==> config.mk <==
export PLATFORM = sky130hd
export DESIGN_NAME = hack_mem_arbiter
export DESIGN_NICKNAME = d
export VERILOG_FILES = /design/src/rtl/hack_arb_pkg.sv /design/src/rtl/hack_mem_arbiter_rr_pick.sv /design/src/rtl/hack_mem_arbiter.sv
export SDC_FILE = /design/constraint.sdc
export NUM_CORES = 1
export LEC_CHECK = 0
export ABC_AREA = 1
export CORE_MARGIN = 2
export CORE_UTILIZATION = 50
export DETAILED_ROUTE_END_ITERATION = 7
export PLACE_DENSITY = 0.85
export SLEW_MARGIN = 10
export SYNTH_ARGS = -nofsm -noshare
export SYNTH_HDL_FRONTEND = slang
export SYNTH_SLANG_ARGS = --single-unit
==> constraint.sdc <==
create_clock -name clk_in -period 2.1 [get_ports clk_in]
set_clock_uncertainty 0.1 [all_clocks]
set_input_delay 0.42 -clock clk_in [delete_from_list [all_inputs] [get_ports clk_in]]
set_output_delay 0.42 -clock clk_in [all_outputs]
set_load 0.01 [all_outputs]
==> src/rtl/hack_arb_pkg.sv <==
// Shared types and constants for the Hack memory arbiter.
package hack_arb_pkg;

   typedef enum logic [1:0] {
      IDLE,
      OWN,
      GAP
   } arb_state_t;

   localparam int unsigned DEFAULT_MAX_BEATS = 4;

   // Default requester assignment.
   localparam int unsigned REQ_FETCH = 0;
   localparam int unsigned REQ_DATA  = 1;
   localparam int unsigned REQ_LOAD  = 2;

endpackage

==> src/rtl/hack_mem_arbiter_rr_pick.sv <==
// Combinational round-robin pick: first requester above last_winner, with wrap.
module rr_pick #(
   parameter int unsigned NUM_REQ = 3,
   parameter int unsigned SEL_W   = $clog2(NUM_REQ)
) (
   input  logic [NUM_REQ-1:0] req,
   input  logic [SEL_W-1:0]   last_winner,
   output logic [SEL_W-1:0]   winner,
   output logic               valid
);

   // Scan offsets from farthest to nearest so the nearest pending requester wins.
   always_comb begin
      logic [SEL_W-1:0] idx;
      winner = '0;
      valid  = 1'b0;
      idx    = '0;
      for (int unsigned off = NUM_REQ; off >= 1; off--) begin
         idx = SEL_W'((32'(last_winner) + off) % NUM_REQ);
         if (req[idx]) begin
            winner = idx;
            valid  = 1'b1;
         end
      end
   end

endmodule

==> src/rtl/hack_mem_arbiter.sv <==
// Round-robin arbiter for the single-port Hack memory with multi-beat
// ownership, a beat hold limit and a one-cycle break-before-make gap.
module hack_mem_arbiter
   import hack_arb_pkg::*;
#(
   parameter  int unsigned NUM_REQ   = 3,
   parameter  int unsigned MAX_BEATS = DEFAULT_MAX_BEATS,
   localparam int unsigned SEL_W     = $clog2(NUM_REQ)
) (
   input  logic               clk_in,
   input  logic               rst_n_in,
   input  logic [NUM_REQ-1:0] req_in,
   input  logic               done_in,
   output logic [NUM_REQ-1:0] gnt_out,
   output logic [SEL_W-1:0]   sel_out,
   output logic               busy_out,
   output logic [7:0]         beat_cnt_out
);

   arb_state_t         state;
   logic [SEL_W-1:0]   last_winner;
   logic [SEL_W-1:0]   pick_w;
   logic               pick_valid;
   logic [NUM_REQ-1:0] pick_onehot;
   logic               owner_req;
   logic               last_beat;
   logic               release_now;
   logic [7:0]         beat_next;

   rr_pick #(
      .NUM_REQ (NUM_REQ),
      .SEL_W   (SEL_W)
   ) u_pick (
      .req         (req_in),
      .last_winner (last_winner),
      .winner      (pick_w),
      .valid       (pick_valid)
   );

   // Decode of the current owner's request and the release/beat conditions.
   always_comb begin
      pick_onehot = NUM_REQ'(1) << pick_w;
      owner_req   = req_in[sel_out];
      last_beat   = (beat_cnt_out == 8'(MAX_BEATS - 1));
      // Abandon (with or without a final beat) or hold limit reached.
      release_now = !owner_req || (done_in && last_beat);
      beat_next   = beat_cnt_out;
      if (done_in && (beat_cnt_out < 8'(MAX_BEATS))) begin
         beat_next = beat_cnt_out + 8'd1;
      end
   end

   // Arbitration FSM with registered grant, select, busy and beat count.
   always_ff @(posedge clk_in or negedge rst_n_in) begin
      if (!rst_n_in) begin
         state        <= IDLE;
         last_winner  <= SEL_W'(NUM_REQ - 1);
         gnt_out      <= '0;
         sel_out      <= '0;
         busy_out     <= 1'b0;
         beat_cnt_out <= '0;
      end else begin
         case (state)
            IDLE: begin
               if (pick_valid) begin
                  gnt_out      <= pick_onehot;
                  sel_out      <= pick_w;
                  busy_out     <= 1'b1;
                  beat_cnt_out <= '0;
                  last_winner  <= pick_w;
                  state        <= OWN;
               end
            end
            OWN: begin
               beat_cnt_out <= beat_next;
               if (release_now) begin
                  gnt_out  <= '0;
                  busy_out <= 1'b0;
                  state    <= GAP;
               end
            end
            GAP: begin
               beat_cnt_out <= '0;
               state        <= IDLE;
            end
            default: begin
               gnt_out  <= '0;
               busy_out <= 1'b0;
               state    <= IDLE;
            end
         endcase
      end
   end

endmodule
==> metrics.cfg <==
[timing]
hold_viol=0
period_minus_slack_ns=1.92
worst_pin_slew_ns=0.324
rsz0062_at_grt=no
final.setup.tns_ns=0
fin_hold_ws_ns=0.332
maxSlewViolCount=0
slew_headroom_pct=78.2
setup_viol=0
max_freq_mhz=521
fin_crit_sh_pct=91.5

[power]
power.share.sequential_pct=29.6
power_frac_clock_pct=10.7
powerDensity_nw_per_um2=1330
power_leakage_nw=0.624
power.total_mw=1.69
intPower_mw=0.902
switching_share_pct=46.6
ir_worst_vdd_mv=0.763
p_sw_mw=0.788
pwr-share-comb_pct=59.8

[run]
drv_cap=0

[final_layout]
drive_gt1_share_pct=19.1
area_growth_pct=25.5
num_antenna_cells=0
finalNetCount=164
final_cell_area_um2=1270

[placed_design]
portBuffers=19
gp_congestion=0.822
place_area_um2=1240
hpwlAfterDp_mm=1.62

[synth]
synth_top_flop_cell=dfrtp_1
synth.area.mux_share_pct=0
synthTopCellsByCount=nand2_1, inv_1, dfrtp_1
yosysTopAreaCell=dfrtp_1
postSynth.asyncResetShare_pct=100
synth-compound-area-share_pct=6.65
synth_cell_types=25
synthAdderAreaFrac_pct=6.16
yosys-top-cells-area=dfrtp_1, nand2_1, inv_1
yosysWarnings=0
postSynthAreaPerCell_um2=7.94
synth-xor-area-share_pct=0
synth_top_family_by_area=simple AND/OR/NAND/NOR gates
yosys.area.top_type_share_pct=39.4
syn_inst=128
seq_area_frac_synth_pct=42.0
synth_most_common_cell=nand2_1
synth_edf_count=0
syn-num-nets=139
synth_area_um2=1020
ys_seq_elements=17
synth_simple_gate_area_share_pct=36.1

[grt]
globalRouteOverflowTotal=0
antenna_found_initial=0
grt_pass1_wl_mm=3.41
grt_pass1_vias=840
grt_max_degree=18
grt_usage_pct=18.2

[clock_network]
clock_latency_ns=0.30
clk_pin_slew_ns=0.11
ctsResizeCount=0
htree_levels=1
numCtsBuffers=3
clockBufferDepth=2
cts_sinks=17
cts_tree=yes
cts-root-buf=clkbuf_4

[route]
num_vias=848
routed_wl_mm=2.04
viasPerCell=4.74
drc=0
ant_nets=0
drt_iter0_drc=16
firstDrtPassIters=4
routedWlPerCell_um=11.4

[floorplan]
fp.dieH_um=49.1
initial_core_util_pct=52.3
die_area_um2=2410
num_rows=16
ioPinCount=20
die_w_um=49.1
core_um2=1940

[setup_path]
r2r-end=beat_cnt_out[4]
cp_max_fo=7
worstReg2RegStart=sel_out[0]
r2r_cells=11
rrSetupSlack_ns=0.18
cp-end-kind=flop
startpoint_type=flop
worstPathRequired_ns=2.23
critical_path_class=flop to flop
critPathArrivalTime_ns=2.05

[hold_path]
hold_path_class=primary input to asynchronous set/reset pin

[outcome]
outcome=finished, final reports clean

## layout make-up
class | instances | area [µm²]
fillers | 175 | 667
multi-input cells | 88 | 497
flip-flops and latches | 17 | 427
repair buffers | 21 | 205
inverters | 22 | 85.1
well taps | 27 | 33.8
clock buffers | 3 | 22.5
clock inverters | 1 | 5.00
## power by group through the flow
stage	sequential [mW]	clock (mW)	combinational (mW)
detailed placement	0.509	0	0.995
global route	0.512	0.190	1.13
global placement	0.501	0	0.965
floorplan	0.525	0	0.698
CTS	0.501	0.180	1.00
finish	0.500	0.180	1.01
## worst max-delay path, cell delays in order (launching register included)
cell	delay, ns
dfrtp_1	0.40
inv_1	0.12
ha_1	0.36
inv_2	0.11
nand2_1	0.06
nand3b_1	0.11
nand2_1	0.09
inv_2	0.13
nand3_4	0.10
nand2_4	0.12
inv_4	0.07
nor2_2	0.08
## timing repair
action                     4_1_cts  5_1_grt
setup buffers                    0        1
hold buffers                     0        0
setup endpoints to repair        0        7
## cell usage in the layout (no fill, tap or decap), types with 3 or more instances in the layout
cell type        count
nand2_1             35
clkdlybuf4s50_1     19
inv_1               18
dfrtp_1             16
nand3_1             11
nor2_1               9
nor2_2               5
ha_1                 5
o21ai_0              4
nand2_2              3
inv_2                3
o21ai_1              3
clkbuf_4             3
## state kept, by name, indices dropped and copies added (netlist names)
name          flops
state             2
last_winner       1
beat_cnt_out      8
busy_out          1
gnt_out           3
sel_out           2
## per-stage QoR
step                      utilization (%)  std cells  worst slack, ns
final                                65.7        179            0.179
after global routing                 65.7        179          0.00220
after CTS                            65.3        178            0.145
after detailed placement             63.9        174            0.150
after global placement               63.9        174            0.208
after floorplan                         -        128            0.373
## worst max-delay path by stage
stage	start	end	slack [ns]	depth (start not counted)
after floorplan	sel_out[0]	beat_cnt_out[3]	0.37	10
after global placement	req_in[2]	beat_cnt_out[5]	0.21	9
after detailed placement	req_in[2]	beat_cnt_out[4]	0.15	9
after CTS	sel_out[0]	beat_cnt_out[4]	0.15	11
after global routing	sel_out[0]	beat_cnt_out[0]	0.002	11
final	sel_out[0]	beat_cnt_out[4]	0.18	11
## cells by family after synthesis
group | count (synthesis)
AND/OR/NAND/NOR | 73
buffers and inverters | 23
flip-flops | 17
AO/OA/AOI/OAI | 10
adder cells (fa/ha/maj) | 5
## routing by layer
metal  track usage, %  vias to the layer above  routed length, µm
met2             31.1                       14               1040
met1             21.7                      391                881
met5                0                        -                  0
li1                 -                      437                  -
met4             11.0                        0                 59
met3             2.15                        6                 59
Note: power is estimated with default switching activity, not from simulation.
